**src/rtl/router_pkg.sv**
```systemverilog
// Shared constants and types for the router ingress arbiter slice.
package router_pkg;

    localparam int NUM_PORTS = 4;
    localparam int PORT_W    = 2;

    typedef enum logic {
        ARB_IDLE,
        ARB_LOCKED
    } arb_state_e;

    function automatic logic [PORT_W-1:0] onehot_idx(input logic [NUM_PORTS-1:0] oh);
        logic [PORT_W-1:0] idx;
        idx = '0;
        for (int i = 0; i < NUM_PORTS; i++) begin
            if (oh[i]) idx = PORT_W'(i);
        end
        return idx;
    endfunction

endpackage

```
**src/rtl/router_ingress_arb_if.sv**
```systemverilog
// Source-side handshake and router-side beat bus of the ingress arbiter.
interface router_ingress_arb_if #(
    parameter int DATA_WIDTH = 32
);
    import router_pkg::*;

    logic [NUM_PORTS-1:0]            src_valid;
    logic [NUM_PORTS-1:0]            src_ready;
    logic [NUM_PORTS*DATA_WIDTH-1:0] src_data;
    logic [NUM_PORTS*PORT_W-1:0]     src_addr;
    logic [NUM_PORTS-1:0]            src_lock;
    logic [DATA_WIDTH-1:0]           out_data;
    logic                            out_en;
    logic [PORT_W-1:0]               out_addr;

    modport master (
        output src_valid, src_data, src_addr, src_lock,
        input  src_ready, out_data, out_en, out_addr
    );

    modport slave (
        input  src_valid, src_data, src_addr, src_lock,
        output src_ready, out_data, out_en, out_addr
    );

endinterface

```
**src/rtl/rr_pick.sv**
```systemverilog
// Combinational round-robin picker: first requester at or after ptr, wrapping.
module rr_pick
    import router_pkg::*;
(
    input  logic [NUM_PORTS-1:0] req,
    input  logic [PORT_W-1:0]    ptr,
    output logic [NUM_PORTS-1:0] grant,
    output logic                 grant_vld
);

    logic [PORT_W-1:0] idx;

    always_comb begin
        grant     = '0;
        grant_vld = 1'b0;
        idx       = ptr;
        for (int off = 0; off < NUM_PORTS; off++) begin
            idx = ptr + PORT_W'(off);
            if (!grant_vld && req[idx]) begin
                grant[idx] = 1'b1;
                grant_vld  = 1'b1;
            end
        end
    end

endmodule

```
**src/rtl/router_ingress_arb.sv**
```systemverilog
// Four-source ingress arbiter with round-robin selection and capped locked bursts.
//
// state      | meaning
// ARB_IDLE   | round-robin arbitration from rr_ptr each cycle
// ARB_LOCKED | owner holds the grant until lock drops or MAX_BURST beats
module router_ingress_arb
    import router_pkg::*;
#(
    parameter int DATA_WIDTH = 32,
    parameter int MAX_BURST  = 4
) (
    input  logic                 clk,
    input  logic                 resetn,
    router_ingress_arb_if.slave  bus
);

    localparam logic [3:0] MAX_CNT  = 4'(MAX_BURST);
    localparam bit         CAN_LOCK = (MAX_BURST > 1);

    arb_state_e            state;
    logic [PORT_W-1:0]     rr_ptr;
    logic [PORT_W-1:0]     owner;
    logic [3:0]            beat_cnt;
    logic [NUM_PORTS-1:0]  pick_grant;
    logic                  pick_vld;
    logic [NUM_PORTS-1:0]  ready;
    logic                  xfer;
    logic [PORT_W-1:0]     xfer_idx;
    logic [3:0]            cnt_inc;
    logic [DATA_WIDTH-1:0] out_data_q;
    logic                  out_en_q;
    logic [PORT_W-1:0]     out_addr_q;

    rr_pick u_pick (
        .req       (bus.src_valid),
        .ptr       (rr_ptr),
        .grant     (pick_grant),
        .grant_vld (pick_vld)
    );

    // Grant is gated by resetn so no source sees ready while reset is held.
    always_comb begin
        ready = '0;
        if (resetn) begin
            if (state == ARB_IDLE) ready = pick_grant;
            else                   ready[owner] = bus.src_valid[owner];
        end
    end

    assign xfer     = |ready;
    assign xfer_idx = onehot_idx(ready);
    assign cnt_inc  = beat_cnt + 4'd1;

    always_ff @(posedge clk or negedge resetn) begin
        if (!resetn) begin
            state      <= ARB_IDLE;
            rr_ptr     <= '0;
            owner      <= '0;
            beat_cnt   <= '0;
            out_en_q   <= 1'b0;
            out_data_q <= '0;
            out_addr_q <= '0;
        end else begin
            out_en_q   <= xfer;
            out_data_q <= xfer ? bus.src_data[xfer_idx*DATA_WIDTH +: DATA_WIDTH] : '0;
            out_addr_q <= xfer ? bus.src_addr[xfer_idx*PORT_W +: PORT_W] : '0;
            case (state)
                ARB_IDLE: begin
                    if (pick_vld) begin
                        if (bus.src_lock[xfer_idx] && CAN_LOCK) begin
                            state    <= ARB_LOCKED;
                            owner    <= xfer_idx;
                            beat_cnt <= 4'd1;
                        end else begin
                            rr_ptr <= xfer_idx + 2'd1;
                        end
                    end
                end
                ARB_LOCKED: begin
                    if (bus.src_valid[owner]) begin
                        beat_cnt <= cnt_inc;
                        if (!bus.src_lock[owner] || cnt_inc == MAX_CNT) begin
                            state    <= ARB_IDLE;
                            rr_ptr   <= owner + 2'd1;
                            beat_cnt <= '0;
                        end
                    end else if (!bus.src_lock[owner]) begin
                        state    <= ARB_IDLE;
                        rr_ptr   <= owner + 2'd1;
                        beat_cnt <= '0;
                    end
                end
                default: state <= ARB_IDLE;
            endcase
        end
    end

    assign bus.src_ready = ready;
    assign bus.out_en    = out_en_q;
    assign bus.out_data  = out_data_q;
    assign bus.out_addr  = out_addr_q;

endmodule

```
**src/flat_wrapper.sv**
```systemverilog
// flat-port wrapper written by rule: the top's interface ports become plain ports
module router_ingress_arb_flat import router_pkg::*;
#(
    parameter int DATA_WIDTH = 32,
    parameter int MAX_BURST  = 4
)
  (clk, resetn, bus_src_valid, bus_src_data, bus_src_addr, bus_src_lock, bus_src_ready, bus_out_data, bus_out_en, bus_out_addr);
  router_ingress_arb_if #(.DATA_WIDTH(DATA_WIDTH)) bus_i ();
  input  logic clk;
  input  logic resetn;
  input wire logic [$bits(bus_i.src_valid)-1:0] bus_src_valid;
  input wire logic [$bits(bus_i.src_data)-1:0] bus_src_data;
  input wire logic [$bits(bus_i.src_addr)-1:0] bus_src_addr;
  input wire logic [$bits(bus_i.src_lock)-1:0] bus_src_lock;
  output wire logic [$bits(bus_i.src_ready)-1:0] bus_src_ready;
  output wire logic [$bits(bus_i.out_data)-1:0] bus_out_data;
  output wire logic [$bits(bus_i.out_en)-1:0] bus_out_en;
  output wire logic [$bits(bus_i.out_addr)-1:0] bus_out_addr;
  assign bus_i.src_valid = bus_src_valid;
  assign bus_i.src_data = bus_src_data;
  assign bus_i.src_addr = bus_src_addr;
  assign bus_i.src_lock = bus_src_lock;
  assign bus_src_ready = bus_i.src_ready;
  assign bus_out_data = bus_i.out_data;
  assign bus_out_en = bus_i.out_en;
  assign bus_out_addr = bus_i.out_addr;
  router_ingress_arb #(.DATA_WIDTH(DATA_WIDTH), .MAX_BURST(MAX_BURST)) u_core (.clk(clk), .resetn(resetn), .bus(bus_i));
endmodule
```
**config.mk**
```make
export PLATFORM = sky130hd
export DESIGN_NAME = router_ingress_arb_flat
export DESIGN_NICKNAME = d
export VERILOG_FILES = /design/src/rtl/router_pkg.sv /design/src/rtl/router_ingress_arb_if.sv /design/src/rtl/rr_pick.sv /design/src/rtl/router_ingress_arb.sv /design/src/flat_wrapper.sv
export SDC_FILE = /design/constraint.sdc
export NUM_CORES = 1
export LEC_CHECK = 0
export CORE_ASPECT_RATIO = 1.2
export CORE_MARGIN = 5
export CORE_UTILIZATION = 39
export CTS_BUF_LIST = sky130_fd_sc_hd__clkbuf_4
export DETAILED_ROUTE_END_ITERATION = 6
export HOLD_SLACK_MARGIN = 0.12
export PLACE_DENSITY = 0.83
export SLEW_MARGIN = 10
export SYNTH_ARGS = -nofsm -noshare
export SYNTH_HDL_FRONTEND = slang
export SYNTH_HIERARCHICAL = 1
export SYNTH_SLANG_ARGS = --single-unit
```
**constraint.sdc**
```tcl
create_clock -name clk -period 4.7 [get_ports clk]
set_clock_uncertainty 0.1 [all_clocks]
set_input_delay 0.94 -clock clk [delete_from_list [all_inputs] [get_ports clk]]
set_output_delay 0.94 -clock clk [all_outputs]
set_load 0.005 [all_outputs]
```
==> impl_results.html, run 1 <==
<table>
<tr><th>Metric</th><th>Value</th></tr>
<tr><th colspan="2">Detailed routing</th></tr>
<tr><td>DR vias/cell</td><td>5.577</td></tr>
<tr><td>Routed WL</td><td>between 10000 and 15000 um</td></tr>
<tr><td>Total via count in the routed design</td><td>about 3200</td></tr>
<tr><td>Routed WL per cell</td><td>~18 um</td></tr>
<tr><td>Detailed-route DRC error count</td><td>0</td></tr>
<tr><td>First-pass detailed-route iteration total</td><td>4</td></tr>
<tr><td>Post-detailed-route count of antenna-violating nets</td><td>0</td></tr>
<tr><td>Violation count after the first detailed-route iteration</td><td>~110</td></tr>
<tr><th colspan="2">Setup path</th></tr>
<tr><td>Cell type group with the largest total delay on the critical path</td><td>buffers and inverters</td></tr>
<tr><td>CP endpoint kind</td><td>output pin</td></tr>
<tr><td>Worst path slowest cell</td><td>sky130_fd_sc_hd__clkdlybuf4s50_1</td></tr>
<tr><td>Worst path most repeated cell</td><td>sky130_fd_sc_hd__clkdlybuf4s50_1</td></tr>
<tr><td>CP arrival</td><td>3410 ps</td></tr>
<tr><td>Setup slack on the worst flop-to-flop path</td><td>around 1100 ps</td></tr>
<tr><td>Worst Path Max Fanout</td><td>4</td></tr>
<tr><td>Kind of launch point of the worst setup path</td><td>input pin</td></tr>
<tr><td>Cells on worst reg2reg path</td><td>12</td></tr>
<tr><td>Startpoint of the worst-slack reg-to-reg timing path</td><td>u_core/rr_ptr[0]$_DFFE_PN0P_</td></tr>
<tr><td>Buffers and inverters on the worst path</td><td>3</td></tr>
<tr><td>Critical Path Max Stage Delay</td><td>520 ps</td></tr>
<tr><td>Reg-to-Reg End</td><td>u_core/bus.out_addr[0]$_DFF_PN0_</td></tr>
<tr><td>Crit Path Class</td><td>input pin to output pin</td></tr>
<tr><td>Required time of the worst setup path</td><td>3660 ps</td></tr>
<tr><td>Cell chain of the critical path</td><td>clkdlybuf4s50_1 -&gt; or3b_1 -&gt; a2111o_1 -&gt; nand3_2 -&gt; o2bb2ai_1 -&gt; inv_1 -&gt; o21ai_2 -&gt; and2_1 -&gt; clkdlybuf4s50_1</td></tr>
<tr><th colspan="2">Global route</th></tr>
<tr><td>Global-route wire length before repair</td><td>16080 um</td></tr>
<tr><td>GRT Residual Overflow</td><td>0</td></tr>
<tr><td>Via count of the first global-routing pass</td><td>3289</td></tr>
<tr><td>Combined global-route utilization of all metal layers</td><td>around 20%</td></tr>
<tr><td>Number of antenna violations at the first check in global routing</td><td>0</td></tr>
<tr><td>Maximum number of pins on one net before global-route repair</td><td>60</td></tr>
<tr><th colspan="2">Synthesis</th></tr>
<tr><td>Cell count after synthesis</td><td>307</td></tr>
<tr><td>Per-instance average area after synthesis</td><td>10.03 um2</td></tr>
<tr><td>Synth warn</td><td>6</td></tr>
<tr><td>Count of different cell masters after synthesis</td><td>59</td></tr>
<tr><td>Fraction of registers with async set/reset</td><td>100.0%</td></tr>
<tr><td>Synthesized Nets</td><td>between 400 and 500</td></tr>
<tr><td>Top post-synthesis cells by area</td><td>sky130_fd_sc_hd__dfrtp_1 (36%), sky130_fd_sc_hd__o22ai_1 (15%), sky130_fd_sc_hd__mux2i_1 (14%)</td></tr>
<tr><td>Post-synth EDFFs</td><td>0</td></tr>
<tr><td>Predominant post-synthesis flop cell</td><td>sky130_fd_sc_hd__dfrtp_1</td></tr>
<tr><td>Dominant cell type by area after synthesis</td><td>sky130_fd_sc_hd__dfrtp_1</td></tr>
<tr><td>Mapped cell area</td><td>approximately 3100 um2</td></tr>
<tr><td>FF+latch count, synth</td><td>44</td></tr>
<tr><td>Yosys top cell area share</td><td>35.76%</td></tr>
<tr><td>Share of synthesized area occupied by flip-flops and latches</td><td>roughly 36%</td></tr>
<tr><th colspan="2">Timing</th></tr>
<tr><td>Number of endpoints failing setup at the final stage</td><td>0</td></tr>
<tr><td>Period Utilization, post-route</td><td>94.58%</td></tr>
<tr><td>Min Hold Slack</td><td>393.1 ps</td></tr>
<tr><td>Slew @ Worst Pin</td><td>between 500 and 600 ps</td></tr>
<tr><td>Hold Vio Cnt, Final</td><td>0</td></tr>
<tr><td>Fin. max-slew vios</td><td>0</td></tr>
<tr><td>Highest Clock Rate</td><td>225.0 MHz</td></tr>
<tr><td>Time the worst path needs with I/O delays and setup</td><td>4445 ps</td></tr>
<tr><td>RSZ-0062 raised after global routing</td><td>false</td></tr>
<tr><td>Worst slew margin relative to its limit</td><td>60.37%</td></tr>
<tr><td>Post-Route Setup TNS</td><td>0 ps</td></tr>
<tr><th colspan="2">CTS</th></tr>
<tr><td>Post-CTS repair timing setup buffer count</td><td>0</td></tr>
<tr><td>Number of hold buffers added after CTS</td><td>0</td></tr>
<tr><td>TritonCTS clock tree</td><td>yes</td></tr>
<tr><td>Clock transition at the registers of the reported paths</td><td>about 130 ps</td></tr>
<tr><td>Maximum level of the CTS H-tree</td><td>2</td></tr>
<tr><td>Total clock buffers created by CTS</td><td>5</td></tr>
<tr><td>CTS-repair resized insts</td><td>0</td></tr>
<tr><td>Clk root buf</td><td>sky130_fd_sc_hd__clkbuf_4</td></tr>
<tr><td>Clock insertion delay at the later pin of the skew report</td><td>about 350 ps</td></tr>
<tr><td>Clk sinks</td><td>between 40 and 50</td></tr>
<tr><td>Number of buffers on the longest clock path</td><td>2</td></tr>
<tr><th colspan="2">Finish</th></tr>
<tr><td>Final design utilization</td><td>65.76%</td></tr>
<tr><td>Multi-input gate area in the final layout</td><td>1784 um2</td></tr>
<tr><td>Antenna Cells</td><td>0</td></tr>
<tr><td>Net count reported at finish</td><td>638</td></tr>
<tr><td>Synthesis-to-layout area growth</td><td>64.61%</td></tr>
<tr><td>Sequential Area</td><td>1101 um2</td></tr>
<tr><td>Layout cells sized above 1</td><td>8.866%</td></tr>
<tr><td>Final design instance area without fill</td><td>5069 um2</td></tr>
<tr><td>Fill cell count</td><td>638</td></tr>
<tr><th colspan="2">Power</th></tr>
<tr><td>Net switching power</td><td>1.095 mW</td></tr>
<tr><td>Leakage power total</td><td>roughly 2.2 nW</td></tr>
<tr><td>Sequential share of power</td><td>between 20% and 30%</td></tr>
<tr><td>Pint</td><td>1.554 mW</td></tr>
<tr><td>Sw Ratio</td><td>41.34%</td></tr>
<tr><td>Share of total power in the clock network</td><td>9.1%</td></tr>
<tr><td>Comb pwr share</td><td>between 60 and 70%</td></tr>
<tr><td>Total power after layout</td><td>approximately 2.6 mW</td></tr>
<tr><td>Worst-case vdd ir drop</td><td>between 300 and 400 uV</td></tr>
<tr><td>Total power divided by cell area</td><td>522.6 nW/um2</td></tr>
<tr><th colspan="2">Floorplan</th></tr>
<tr><td>Die Span Y</td><td>107.3 um</td></tr>
<tr><td>Die outline area</td><td>9780 um2</td></tr>
<tr><td>Area of the core</td><td>7707 um2</td></tr>
<tr><td>Row cnt</td><td>35</td></tr>
<tr><td>Ports</td><td>185</td></tr>
<tr><td>Effective utilization at floorplan</td><td>39.95%</td></tr>
<tr><td>Horiz. Die Dim</td><td>91.12 um</td></tr>
<tr><th colspan="2">Placed design</th></tr>
<tr><td>Number of input and output port buffers inserted</td><td>184</td></tr>
<tr><td>Routability cong.</td><td>about 0.92</td></tr>
<tr><td>Half-perimeter wire length of the detailed placement result</td><td>~8400 um</td></tr>
<tr><td>Dpl cell area</td><td>around 5000 um2</td></tr>
<tr><th colspan="2">Worst hold path</th></tr>
<tr><td>HP Class</td><td>input pin to async pin</td></tr>
<tr><th colspan="2">Status</th></tr>
<tr><td>Run status</td><td>finished, final reports clean</td></tr>
<tr><th colspan="2">Flow run</th></tr>
<tr><td>Max-cap violation count</td><td>0</td></tr>
</table>
## Yosys cell counts (4+ instances only)
cell,number
sky130_fd_sc_hd__clkbuf_1,11
sky130_fd_sc_hd__mux2i_1,42
sky130_fd_sc_hd__buf_2,6
sky130_fd_sc_hd__o2bb2ai_1,7
sky130_fd_sc_hd__mux2_2,5
sky130_fd_sc_hd__nor2_1,8
sky130_fd_sc_hd__inv_1,10
sky130_fd_sc_hd__ha_1,8
sky130_fd_sc_hd__o22ai_1,74
sky130_fd_sc_hd__dfrtp_1,44
sky130_fd_sc_hd__buf_4,4
sky130_fd_sc_hd__nand2_1,9
sky130_fd_sc_hd__o21ai_0,5
sky130_fd_sc_hd__buf_6,5
sky130_fd_sc_hd__nand2b_1,6
sky130_fd_sc_hd__nor2b_1,4
## power groups by stage
| stage | sequential [mW] | combinational (mW) | clock [mW] |
|---|---|---|---|
| 3_3_place_gp | 0.634 | 1.74 | 0 |
| 5_1_grt | 0.651 | 1.93 | 0.268 |
| 3_5_place_dp | 0.641 | 1.77 | 0 |
| 6_report | 0.632 | 1.78 | 0.241 |
| 4_1_cts | 0.632 | 1.78 | 0.251 |
| 2_1_floorplan | 0.617 | 1.19 | 0 |
## layer usage
layer	GRT usage, %	wire length [um]
met5	0	0
met4	8.071	286
met3	6.154	792
met2	35.88	5446
met1	23.11	4037
## per-stage QoR
step	setup slack (ps)	std cells
after global routing	52.15	577
after floorplan	1045	307
after global placement	254.2	569
final	254.6	577
after detailed placement	265.3	569
after CTS	242.2	577
## registers in the layout (all words and copies together), names as in the netlist
register	count
u_core/beat_cnt	4
u_core/bus.out_en	1
u_core/rr_ptr	2
u_core/owner	2
u_core/state	1
u_core/bus.out_data	32
u_core/bus.out_addr	2
## worst max path at each step
| stage | cells after the start | slack [ps] | end | startpoint |
|---|---|---|---|---|
| after global routing | 10 | 50 | bus_src_ready[2] | bus_src_valid[0] |
| after floorplan | 9 | 1050 | bus_src_ready[3] | bus_src_valid[0] |
| after CTS | 9 | 240 | bus_src_ready[3] | bus_src_valid[1] |
| after detailed placement | 10 | 270 | bus_src_ready[0] | bus_src_valid[0] |
| final | 9 | 250 | bus_src_ready[3] | bus_src_valid[1] |
| after global placement | 9 | 250 | bus_src_ready[3] | bus_src_valid[1] |
## cells by family after synthesis
family          share of synthesized area [%]
compound gates                          25.15
buf+inv                                 6.623
fa+ha+maj                               3.251
simple gates                            10.69
xor+xnor                               0.8535
flops                                   35.76
mux                                     17.68
## cell usage in the layout, fill, tap and decap left out, types with 2 or more instances in the layout
cell                              count
sky130_fd_sc_hd__inv_1               10
sky130_fd_sc_hd__nand4b_1             2
sky130_fd_sc_hd__clkbuf_4             5
sky130_fd_sc_hd__or4_1                2
sky130_fd_sc_hd__mux4_2               3
sky130_fd_sc_hd__nand3b_1             2
sky130_fd_sc_hd__clkdlybuf4s50_1    183
sky130_fd_sc_hd__mux2i_1             42
sky130_fd_sc_hd__nor2_1               8
sky130_fd_sc_hd__o22ai_1             74
sky130_fd_sc_hd__o211ai_1             2
sky130_fd_sc_hd__nand2b_1             6
sky130_fd_sc_hd__buf_4               12
sky130_fd_sc_hd__nand2_1              9
sky130_fd_sc_hd__nor2b_1              4
sky130_fd_sc_hd__nand3_1              3
sky130_fd_sc_hd__mux2_2               5
sky130_fd_sc_hd__o21ai_0              5
sky130_fd_sc_hd__xor2_1               3
sky130_fd_sc_hd__a211oi_1             2
sky130_fd_sc_hd__dfrtp_1             44
sky130_fd_sc_hd__a221oi_2             2
sky130_fd_sc_hd__a31o_1               2
sky130_fd_sc_hd__ha_1                 8
sky130_fd_sc_hd__o2bb2ai_1            7
sky130_fd_sc_hd__nor2_4               2
sky130_fd_sc_hd__a21oi_1              2
## final cells by class
class,instances,area share (%)
clock buffer,5,0.7406
clock inverter,3,0.8393
inverter,11,0.8146
multi-input combinational,225,35.20
sequential,44,21.72
tap,92,2.271
timing repair buffer,197,38.41
No activity file was read; power rests on OpenSTA's default activity.
==> inputs of run 2 (changes only) <==
- CORE_UTILIZATION: 39 -> 41
- PLACE_DENSITY: 0.83 -> 0.84
- SYNTH_HIERARCHICAL: 1 -> not set
==> impl_results.html, run 2 <==
<table>
<tr><th>Metric</th><th>Value</th></tr>
<tr><th colspan="2">Status</th></tr>
<tr><td>Run status</td><td>finished, final reports clean</td></tr>
<tr><th colspan="2">Power</th></tr>
<tr><td>Leakage power total</td><td>2.105 nW (-4.4%)</td></tr>
<tr><td>Worst-case vdd ir drop</td><td>337.6 uV (-5.3%)</td></tr>
<tr><td>Sw Ratio</td><td>47.06% (+5.7 points)</td></tr>
<tr><td>Net switching power</td><td>1.502 mW (+37%)</td></tr>
<tr><td>Sequential share of power</td><td>20.1% (-3.8 points)</td></tr>
<tr><td>Total power divided by cell area</td><td>582.4 nW/um2 (+11%)</td></tr>
<tr><td>Pint</td><td>1.690 mW (+8.8%)</td></tr>
<tr><td>Comb pwr share</td><td>72.3% (+5.3 points)</td></tr>
<tr><td>Share of total power in the clock network</td><td>7.6% (-1.5 points)</td></tr>
<tr><th colspan="2">Finish</th></tr>
<tr><td>Antenna Cells</td><td>0 (unchanged)</td></tr>
<tr><td>Number of flip-flops under the largest register name</td><td>32 (unchanged)</td></tr>
<tr><td>Final design utilization</td><td>67.59% (+1.8 points)</td></tr>
<tr><td>Most common library cell in the layout ignoring fill and taps</td><td>sky130_fd_sc_hd__clkdlybuf4s50_1</td></tr>
<tr><td>Commonest cells after routing, fill and taps aside</td><td>sky130_fd_sc_hd__clkdlybuf4s50_1 (183), sky130_fd_sc_hd__dfrtp_1 (44), sky130_fd_sc_hd__nor2_1 (40)</td></tr>
<tr><td>Net count reported at finish</td><td>739 (+16%)</td></tr>
<tr><td>Layout cells sized above 1</td><td>9.247% (+0.38 points)</td></tr>
<tr><td>Synthesis-to-layout area growth</td><td>61.80%</td></tr>
<tr><td>Number of standard cells in the layout, taps in and fillers out</td><td>679 (+18%)</td></tr>
<tr><th colspan="2">Detailed routing</th></tr>
<tr><td>First-pass detailed-route iteration total</td><td>5 (+1)</td></tr>
<tr><td>DR vias/cell</td><td>5.894 (+5.7%)</td></tr>
<tr><td>Routed metal-1 wirelength</td><td>4790 um (+19%)</td></tr>
<tr><td>Total via count in the routed design</td><td>4002 (+24%)</td></tr>
<tr><td>Routed WL</td><td>13040 um (+23%)</td></tr>
<tr><td>Detailed-route DRC error count</td><td>0 (unchanged)</td></tr>
<tr><td>Met3 wire length</td><td>1045 um (+32%)</td></tr>
<tr><td>Violation count after the first detailed-route iteration</td><td>263 (+130%)</td></tr>
<tr><td>Met2 Wirelength</td><td>6850 um (+26%)</td></tr>
<tr><td>Routed WL per cell</td><td>19.21 um (+4.9%)</td></tr>
<tr><td>Post-detailed-route count of antenna-violating nets</td><td>0 (unchanged)</td></tr>
<tr><td>Top layer reached by signal wires</td><td>met4</td></tr>
<tr><th colspan="2">Global route</th></tr>
<tr><td>Maximum number of pins on one net before global-route repair</td><td>38 (-37%)</td></tr>
<tr><td>Number of antenna violations at the first check in global routing</td><td>0 (unchanged)</td></tr>
<tr><td>Global-route wire length before repair</td><td>20710 um (+29%)</td></tr>
<tr><td>Via count of the first global-routing pass</td><td>4280 (+30%)</td></tr>
<tr><td>GRT Residual Overflow</td><td>0 (unchanged)</td></tr>
<tr><td>Combined global-route utilization of all metal layers</td><td>25.39% (+4.9 points)</td></tr>
<tr><th colspan="2">Timing</th></tr>
<tr><td>Time the worst path needs with I/O delays and setup</td><td>4578 ps (+132.6 ps)</td></tr>
<tr><td>Slew @ Worst Pin</td><td>637.7 ps (+43.26 ps)</td></tr>
<tr><td>Number of endpoints failing setup at the final stage</td><td>0 (unchanged)</td></tr>
<tr><td>Fin. max-slew vios</td><td>0 (unchanged)</td></tr>
<tr><td>Hold Vio Cnt, Final</td><td>0 (unchanged)</td></tr>
<tr><td>Period Utilization, post-route</td><td>97.40% (+2.8 points)</td></tr>
<tr><td>Worst slew margin relative to its limit</td><td>57.38% (-3.0 points)</td></tr>
<tr><td>Highest Clock Rate</td><td>218.4 MHz (-2.9%)</td></tr>
<tr><td>Post-Route Setup TNS</td><td>0 ps (unchanged)</td></tr>
<tr><td>Min Hold Slack</td><td>468.9 ps (+75.79 ps)</td></tr>
<tr><th colspan="2">Floorplan</th></tr>
<tr><td>Die outline area</td><td>10190 um2 (+4.2%)</td></tr>
<tr><td>Area of the core</td><td>8108 um2 (+5.2%)</td></tr>
<tr><td>Die Span Y</td><td>109.6 um (+2.1%)</td></tr>
<tr><td>Ports</td><td>185 (unchanged)</td></tr>
<tr><td>Effective utilization at floorplan</td><td>41.77% (+1.8 points)</td></tr>
<tr><td>Row cnt</td><td>36 (+2.9%)</td></tr>
<tr><td>Horiz. Die Dim</td><td>92.97 um (+2.0%)</td></tr>
<tr><th colspan="2">Synthesis</th></tr>
<tr><td>FF+latch count, synth</td><td>44 (unchanged)</td></tr>
<tr><td>Share of synthesized area occupied by flip-flops and latches</td><td>32.51% (-3.2 points)</td></tr>
<tr><td>Most common library cells after synthesis</td><td>sky130_fd_sc_hd__dfrtp_1 (44), sky130_fd_sc_hd__nor2_1 (40), sky130_fd_sc_hd__a21oi_1 (39)</td></tr>
<tr><td>Mapped cell area</td><td>3387 um2 (+10%)</td></tr>
<tr><td>Yosys top cell area share</td><td>32.51% (-3.2 points)</td></tr>
<tr><td>Post-synth EDFFs</td><td>0 (unchanged)</td></tr>
<tr><td>Fraction of registers with async set/reset</td><td>100.0% (unchanged)</td></tr>
<tr><td>Synthesized Nets</td><td>564 (+22%)</td></tr>
<tr><td>Most used standard cell by instance count after synthesis</td><td>sky130_fd_sc_hd__dfrtp_1</td></tr>
<tr><td>Predominant post-synthesis flop cell</td><td>sky130_fd_sc_hd__dfrtp_1</td></tr>
<tr><td>Dominant cell type by area after synthesis</td><td>sky130_fd_sc_hd__dfrtp_1</td></tr>
<tr><td>Synth warn</td><td>0 (-6)</td></tr>
<tr><td>Per-instance average area after synthesis</td><td>8.301 um2 (-17%)</td></tr>
<tr><td>Cell count after synthesis</td><td>408 (+33%)</td></tr>
<tr><td>Top post-synthesis cells by area</td><td>sky130_fd_sc_hd__dfrtp_1 (33%), sky130_fd_sc_hd__a311oi_1 (8.8%), sky130_fd_sc_hd__a21oi_1 (5.8%)</td></tr>
<tr><td>Count of different cell masters after synthesis</td><td>56 (-5.1%)</td></tr>
<tr><th colspan="2">Setup path</th></tr>
<tr><td>Setup slack on the worst flop-to-flop path</td><td>1150 ps (+70 ps)</td></tr>
<tr><td>Critical Path Max Stage Delay</td><td>600 ps (+80 ps)</td></tr>
<tr><td>Cells on worst reg2reg path</td><td>10 (-2)</td></tr>
<tr><td>Cell type group with the largest total delay on the critical path</td><td>buffers and inverters</td></tr>
<tr><td>Crit Path Class</td><td>input pin to output pin</td></tr>
<tr><td>Startpoint of the worst-slack reg-to-reg timing path</td><td>u_core.rr_ptr[1]$_DFFE_PN0P_</td></tr>
<tr><td>Reg-to-Reg End</td><td>u_core.owner[0]$_DFFE_PN0P_</td></tr>
<tr><td>Required time of the worst setup path</td><td>3660 ps (about the same)</td></tr>
<tr><td>Kind of launch point of the worst setup path</td><td>input pin</td></tr>
<tr><td>Worst path most repeated cell</td><td>sky130_fd_sc_hd__clkdlybuf4s50_1</td></tr>
<tr><td>Worst path slowest cell</td><td>sky130_fd_sc_hd__mux4_2</td></tr>
<tr><td>Buffers and inverters on the worst path</td><td>4 (+1)</td></tr>
<tr><td>CP arrival</td><td>3540 ps (+130 ps)</td></tr>
<tr><td>Cell chain of the critical path</td><td>clkdlybuf4s50_1 -&gt; mux4_2 -&gt; nor4b_4 -&gt; buf_4 -&gt; a2111o_1 -&gt; nand2_1 -&gt; inv_2 -&gt; clkdlybuf4s50_1</td></tr>
<tr><td>Worst Path Max Fanout</td><td>7 (+3)</td></tr>
<tr><td>CP endpoint kind</td><td>output pin</td></tr>
<tr><th colspan="2">Placed design</th></tr>
<tr><td>Half-perimeter wire length of the detailed placement result</td><td>9795 um (+17%)</td></tr>
<tr><td>Number of input and output port buffers inserted</td><td>184 (unchanged)</td></tr>
<tr><td>Cell count after placement</td><td>667 (+17%)</td></tr>
<tr><td>Routability cong.</td><td>0.9081 (-1.5%)</td></tr>
<tr><th colspan="2">CTS</th></tr>
<tr><td>Number of buffers on the longest clock path</td><td>2 (unchanged)</td></tr>
<tr><td>TritonCTS clock tree</td><td>yes</td></tr>
<tr><td>Total clock buffers created by CTS</td><td>5 (unchanged)</td></tr>
<tr><td>Number of hold buffers added after CTS</td><td>0 (unchanged)</td></tr>
<tr><td>CTS-repair resized insts</td><td>0 (unchanged)</td></tr>
<tr><td>Clk sinks</td><td>44 (unchanged)</td></tr>
<tr><td>Clock transition at the registers of the reported paths</td><td>130 ps (about the same)</td></tr>
<tr><td>Clk root buf</td><td>sky130_fd_sc_hd__clkbuf_4</td></tr>
<tr><td>Maximum level of the CTS H-tree</td><td>2 (unchanged)</td></tr>
<tr><td>Clock insertion delay at the later pin of the skew report</td><td>350 ps (about the same)</td></tr>
<tr><th colspan="2">Flow run</th></tr>
<tr><td>Max-cap violation count</td><td>0 (unchanged)</td></tr>
<tr><th colspan="2">Worst hold path</th></tr>
<tr><td>HP Class</td><td>input pin to async pin</td></tr>
</table>
run 2: how the worst max path moves through the flow:
stage / cells after the start / slack, ps / from / to
2_1_floorplan: 7 / 890 / bus_src_valid[3] / bus_src_ready[3]
3_3_place_gp: 8 / 180 / bus_src_valid[3] / bus_src_ready[3]
3_5_place_dp: 8 / 70 / bus_src_valid[1] / bus_src_ready[3]
4_1_cts: 8 / 70 / bus_src_valid[1] / bus_src_ready[3]
5_1_grt: 7 / -5 / bus_src_valid[1] / bus_src_ready[0]
6_report: 8 / 120 / bus_src_valid[1] / bus_src_ready[3]
run 2: timing repair:
item | 4_1_cts | 5_1_grt
setup endpoints to repair | 0 | 3
setup buffers | 0 | 4
hold endpoints to repair | 0 | 0
run 2: through the flow:
stage	area, um2	setup slack (ps)	total power, mW
2_1_floorplan	3387	892.3	2.045
3_3_place_gp	5365	178.1	2.860
3_5_place_dp	5365	69.42	2.929
4_1_cts	5450	70.27	3.179
5_1_grt	5480	-4.731	3.468
6_report	5480	122.0	3.192
run 2: final cells by class:
cell class | count | area [um2]
multi-input combinational | 312 | 2107
inverter | 11 | 43.79
clock buffer | 5 | 37.54
timing repair buffer | 209 | 2024
sequential | 44 | 1101
tap | 95 | 118.9
clock inverter | 3 | 47.55
fill | 688 | 2628
run 2: worst reg2reg max path, cell delays in order, from the launching register on:
cell	delay [ps]
sky130_fd_sc_hd__dfrtp_1	390
sky130_fd_sc_hd__buf_4	200
sky130_fd_sc_hd__mux4_2	620
sky130_fd_sc_hd__buf_4	180
sky130_fd_sc_hd__a21o_1	200
sky130_fd_sc_hd__a2111oi_4	300
sky130_fd_sc_hd__buf_4	430
sky130_fd_sc_hd__or3_1	240
sky130_fd_sc_hd__o311ai_4	130
sky130_fd_sc_hd__a21oi_1	280
sky130_fd_sc_hd__mux2_2	370
run 2: cells by family (layout without fill, tap and decap cells):
kind of cell | Yosys count | count (layout) | share of synthesized area, %
xor gates and xnor gates | 3 | 3 | 0.7759
DFF | 44 | 44 | 32.51
adders and majority gates | 10 | 10 | 3.694
muxes | 13 | 13 | 6.169
AOI/OAI and AO/OA | 136 | 136 | 27.60
buffers and inverters | 52 | 228 | 6.317
and+or+nand+nor | 150 | 150 | 22.94
run 2: power groups by stage:
stage                     clock [mW]  sequential [mW]  combinational [mW]
final                          0.242            0.642                2.31
after CTS                      0.250            0.641                2.29
after detailed placement           0            0.650                2.28
after floorplan                    0            0.619                1.43
after global placement             0            0.643                2.22
after global routing           0.266            0.660                2.54
run 2: layer usage:
layer | global-route usage (%) | up-vias
met4 | 9.215 | 0
met2 | 47.04 | 195
met5 | 0 | -
met1 | 28.80 | 1881
li1 | - | 1893
met3 | 5.065 | 33
==> RTL change 1, RTL diff (settings of run 2) <==
`PORT_W`: 2 -> 3.
--- a/src/rtl/router_pkg.sv
+++ b/src/rtl/router_pkg.sv
@@ -3,5 +3,5 @@
 
     localparam int NUM_PORTS = 4;
-    localparam int PORT_W    = 2;
+    localparam int PORT_W    = 3;
 
     typedef enum logic {
Interface: changed (resized bus_out_addr and bus_src_addr); port bits go from 185 to 190. The function was not compared with the original's and may differ.
==> RTL change 1 against run 2 <==
Maximum frequency increased by 1.1%. Total power decreased by 9.5%. First-iteration DRC count decreased by 41%. Final area decreased by 0.53%. Setup slack improved by 0.049 ns. Area after synthesis decreased by 0.22%. Sequential cell count increased by 2. Die area decreased by 0.20%. Routed wire length decreased by 9.2%. Hold slack got worse by 0.22 ns. Via count decreased by 13%. Synthesized cell count decreased by 17%. Register-to-register slack got worse by 0.30 ns. Largest cell class unchanged. Largest power group unchanged.
==> RTL change 1: results (changes against run 2) <==
[outcome]
outcome = finished, final reports clean

[worst_setup_path]
r2r-end = u_core.rr_ptr[1]
slowest_delay_ns = 0.53  ; -0.07 ns
cp_slowest_cell = clkdlybuf4s50_1
worstPathMaxFanout = 8  ; +1
timing.rr.start = u_core.rr_ptr[1]
reg2reg_depth = 11  ; +1
regToRegSetupSlack_ns = 0.85  ; -0.30 ns
arrival_ns = 3.49  ; -0.05 ns

[cts]
cts_buffers = 5  ; unchanged
clock_path_buffers = 2  ; unchanged
clk_pin_slew_ns = 0.14
clock_latency_ns = 0.38  ; +0.03 ns

[synth]
yosys_warnings = 0  ; unchanged
netlist-cell-type-count = 58  ; +3.6%
synthCells = 337  ; -17%
synth_flop_cell = dfrtp_1
synth_top_cells_by_area = dfrtp_1 (34%), mux2i_1 (11%), o311ai_0 (9.3%)
ys_top_cells_by_count = dfrtp_1 (46), nand2_1 (40), mux2i_1 (37)
syn_nets = 498  ; -12%
async_reset_ff_share_pct = 100  ; unchanged
ys_seq_area_share_pct = 34.1  ; +1.6 points

[placed_design]
io_buffers = 189  ; +2.7%
gp_congestion = 0.918  ; +1.1%
dp_hpwl_mm = 9.53  ; -2.7%
preCtsSetupSlack_ns = -0.0387  ; -0.108 ns
dp.cells = 604  ; -9.4%

[routing]
drt-total-wl_mm = 11.8  ; -9.2%
first_iter_violations = 154  ; -41%
viasPerCell = 5.72  ; -3.0%
drt-pass1-iter-count = 4  ; -1

[final_layout]
largest_reg_flops = 32  ; unchanged
antennaDiodeCount = 0  ; unchanged
finalNonFillerCells = 612  ; -9.9%
layout-drive-gt1-share_pct = 7.35  ; -1.9 points
final_nets = 677  ; -8.4%

[pwr]
leakage_nw = 2.10  ; about the same
vdd_drop_max_mv = 0.269  ; -20%
power_switching_mw = 1.18  ; -21%

[global_route]
grt_pass1_vias = 3757  ; -12%
grt_use_total_pct = 23.3  ; -2.1 points
grt_pass1_wl_mm = 18.6  ; -10%
grt_max_degree = 71  ; +87%
antenna_found_initial = 0  ; unchanged

[timing]
setup_viol = 0  ; unchanged
period_needed_ns = 4.53  ; -0.0487 ns
worst_pin_slew_ns = 0.653  ; +0.0156 ns

RTL change 1: cell types whose count changed after synthesis, sizes merged, moves of 32 or more:
cell / delta
nor2: -36
a311oi: -34
mux2i: +33
a21oi: -33
nor3: -34
o21a: +35
nand3: -32
o311ai: +34
RTL change 1: kinds of logic (layout without fill, tap and decap cells):
| kind of cell | after synthesis | count (layout) | share of synthesized area (%) |
|---|---|---|---|
| buf+inv | 36 | 216 | 4.70 |
| xor+xnor | 2 | 2 | 0.518 |
| flops | 46 | 46 | 34.1 |
| compound gates | 113 | 113 | 27.4 |
| mux | 50 | 50 | 17.1 |
| simple gates | 79 | 79 | 12.1 |
| fa+ha+maj | 11 | 11 | 4.07 |
RTL change 1: final cells by class:
class,count,area [µm²]
multi-input combinational,255,2100
sequential,46,1150
tap,95,119
fill,653,2660
timing repair buffer,200,1970
clock buffer,6,45.0
clock inverter,2,37.5
inverter,8,30.0
RTL change 1: repair_timing:
item	in CTS	in global routing
hold buffers	0	0
resized for setup	0	1
hold endpoints to repair	0	0
setup endpoints to repair	0	3
RTL change 1: power groups by stage:
stage / clock [mW] / combinational [mW] / sequential, mW
after global routing: 0.270 / 2.16 / 0.689
final: 0.252 / 1.97 / 0.668
after floorplan: 0 / 1.19 / 0.666
after global placement: 0 / 1.93 / 0.673
after detailed placement: 0 / 1.97 / 0.679
after CTS: 0.261 / 1.98 / 0.670
RTL change 1: how the worst max path moves through the flow:
stage / start / cells after the start / to
final: bus_src_valid[1] / 8 / bus_src_ready[3]
after CTS: bus_src_valid[2] / 6 / bus_src_ready[1]
after global placement: bus_src_valid[2] / 10 / u_core.bus.out_addr[2]
after detailed placement: bus_src_valid[2] / 10 / u_core.bus.out_addr[2]
after floorplan: u_core.rr_ptr[1] / 12 / u_core.rr_ptr[1]
after global routing: bus_src_valid[2] / 6 / bus_src_ready[1]
RTL change 1: stage by stage:
stage | power [mW] | hold WS (ns) | area, µm² | TNS (ns)
3_5_place_dp | 2.65 | 0.447 | 5370 | -0.0387
6_report | 2.89 | 0.251 | 5450 | 0
5_1_grt | 3.12 | 0.239 | 5450 | 0
4_1_cts | 2.91 | 0.232 | 5450 | 0
3_3_place_gp | 2.60 | 0.441 | 5370 | -0.0480
2_1_floorplan | 1.86 | 0.419 | 3380 | 0
RTL change 1: per-layer routing:
metal | up-vias | global-route usage, % | wire length (µm)
met5 | - | 0 | 0
met4 | 0 | 9.84 | 329
met3 | 25 | 7.80 | 1140
met2 | 165 | 42.5 | 6270
met1 | 1648 | 24.4 | 4100
li1 | 1662 | - | -
RTL change 1: critical path: cells and delay by family:
kind | cells | cell delay, ns
multiplexers | 1 | 0.35
buffers and inverters | 3 | 1.21
AO/OA/AOI/OAI | 2 | 0.27
AND/OR/NAND/NOR | 2 | 0.72
==> RTL change 2, RTL diff (flow settings as in run 2) <==
Made on the original files. Take the reset off `out_data_q` and load it in a clocked block of its own.
--- a/src/rtl/router_ingress_arb.sv
+++ b/src/rtl/router_ingress_arb.sv
@@ -59,9 +59,7 @@
             beat_cnt   <= '0;
             out_en_q   <= 1'b0;
-            out_data_q <= '0;
             out_addr_q <= '0;
         end else begin
             out_en_q   <= xfer;
-            out_data_q <= xfer ? bus.src_data[xfer_idx*DATA_WIDTH +: DATA_WIDTH] : '0;
             out_addr_q <= xfer ? bus.src_addr[xfer_idx*PORT_W +: PORT_W] : '0;
             case (state)
@@ -96,4 +94,8 @@
     end
 
+    always_ff @(posedge clk) begin
+        out_data_q <= xfer ? bus.src_data[xfer_idx*DATA_WIDTH +: DATA_WIDTH] : '0;
+    end
+
     assign bus.src_ready = ready;
     assign bus.out_en    = out_en_q;
Function: differs if resetn is asserted again (counterexample within 4 cycles, from zero or initial values and one cycle with resetn low); with resetn held inactive, the same outputs for 10 cycles.
==> RTL change 2 against run 2 <==
Sequential cell count unchanged. Core utilization up 1.1 points. Critical path depth down 2. Total power down 19%. Area after synthesis down 13%. Synthesized cell count down 25%. Via count down 21%. Final area down 10%. Count of clock-buffer cells in the layout unchanged. Highest routed layer unchanged. Routed wire length down 21%. Combinational power down 27%. Setup slack worse by 0.026 ns.
==> RTL change 2: results (changes against run 2) <==
[outcome]
outcome = finished, final reports clean

[routing]
viasPerCell = 5.52  ; -6.4%
route.met2.wl_mm = 5.57  ; -19%
wirelength_met1_mm = 3.62  ; -24%
wire_per_inst_um = 18.0  ; -6.4%
first_iter_violations = 167  ; -37%
routed-wl-met3_um = 842  ; -19%

[global_route]
gr-usage-met2_pct = 41.5  ; -5.5 points
gr-usage-met3_pct = 6.71  ; +1.6 points
grt_max_degree = 73  ; +92%
grt_use_total_pct = 22.5  ; -2.9 points
grt_pass1_vias = 3234  ; -24%
grt.met1_usage_pct = 24.2  ; -4.6 points

[worst_setup_path]
arrival_ns = 3.56  ; +0.02 ns
timing.rr.start = u_core.rr_ptr[0]
worstPathMaxFanout = 10  ; +3
slowest_delay_ns = 0.65  ; +0.05 ns

[final_layout]
fillers = 599  ; -13%
layout-drive-gt1-share_pct = 6.65  ; -2.6 points
final_nets = 636  ; -14%

[pwr]
p_int_mw = 1.56  ; -8.0%
vdd_drop_max_mv = 0.530  ; +57%
clkPwrFrac_pct = 9.0  ; +1.4 points
leakage_nw = 2.27  ; +7.9%
powerComb_mw = 1.69  ; -27%

[placed_design]
preCtsSetupSlack_ns = 0.152  ; +0.0829 ns
gp_congestion = 0.884  ; -2.7%

[timing]
slew_headroom_pct = 55.5  ; -1.8 points

[synth]
synth_flop_cell = dfxtp_1
ys_seq_area_share_pct = 31.8  ; -0.70 points
syn_nets = 463  ; -18%
synth_top_cells_by_area = dfxtp_1 (22%), mux2i_1 (12%), dfrtp_1 (10%)
ys_top_cells_by_count = a21o_1 (38), nor2_1 (38), mux2i_1 (36)
async_reset_ff_share_pct = 27.3  ; -73 points
netlist-cell-type-count = 51  ; -8.9%

[RTL change 2: how the worst max path moves through the flow]
stage | cells after the start | slack, ns | startpoint | to
after floorplan | 6 | 0.83 | bus_src_valid[3] | bus_src_ready[3]
after global placement | 6 | 0.19 | bus_src_valid[3] | bus_src_ready[3]
after detailed placement | 6 | 0.15 | bus_src_valid[3] | bus_src_ready[3]
after CTS | 6 | 0.14 | bus_src_valid[3] | bus_src_ready[3]
after global routing | 6 | 0.03 | bus_src_valid[3] | bus_src_ready[3]
final | 6 | 0.1 | bus_src_valid[3] | bus_src_ready[3]
[RTL change 2: cell families after synthesis]
| logic type | count (synthesis) | synth area share (%) |
|---|---|---|
| and+or+nand+nor | 73 | 12.5 |
| xor gates and xnor gates | 2 | 0.592 |
| adders and majority gates | 10 | 4.23 |
| buffers and inverters | 34 | 6.26 |
| muxes | 44 | 17.5 |
| DFF | 44 | 31.8 |
| AOI/OAI and AO/OA | 100 | 27.1 |
[RTL change 2: per-stage QoR]
step | instance area (µm²) | utilization (%) | power, mW | cells | hold slack, ns
after floorplan | 2960 | - | 1.73 | 307 | 0.430
after global placement | 4830 | 67.6 | 2.31 | 563 | 0.451
after detailed placement | 4830 | 67.6 | 2.36 | 563 | 0.481
after CTS | 4910 | 68.7 | 2.61 | 571 | 0.500
after global routing | 4910 | 68.7 | 2.80 | 571 | 0.536
final | 4910 | 68.7 | 2.58 | 571 | 0.509
[RTL change 2: area by class of cell]
cell class	instances	share of cell area, %
Clock buffer	5	0.765
Clock inverter	3	0.765
Inverter	8	0.663
Multi-Input combinational cell	229	37.6
Sequential cell	44	19.2
Tap cell	90	2.29
Timing Repair Buffer	192	38.7
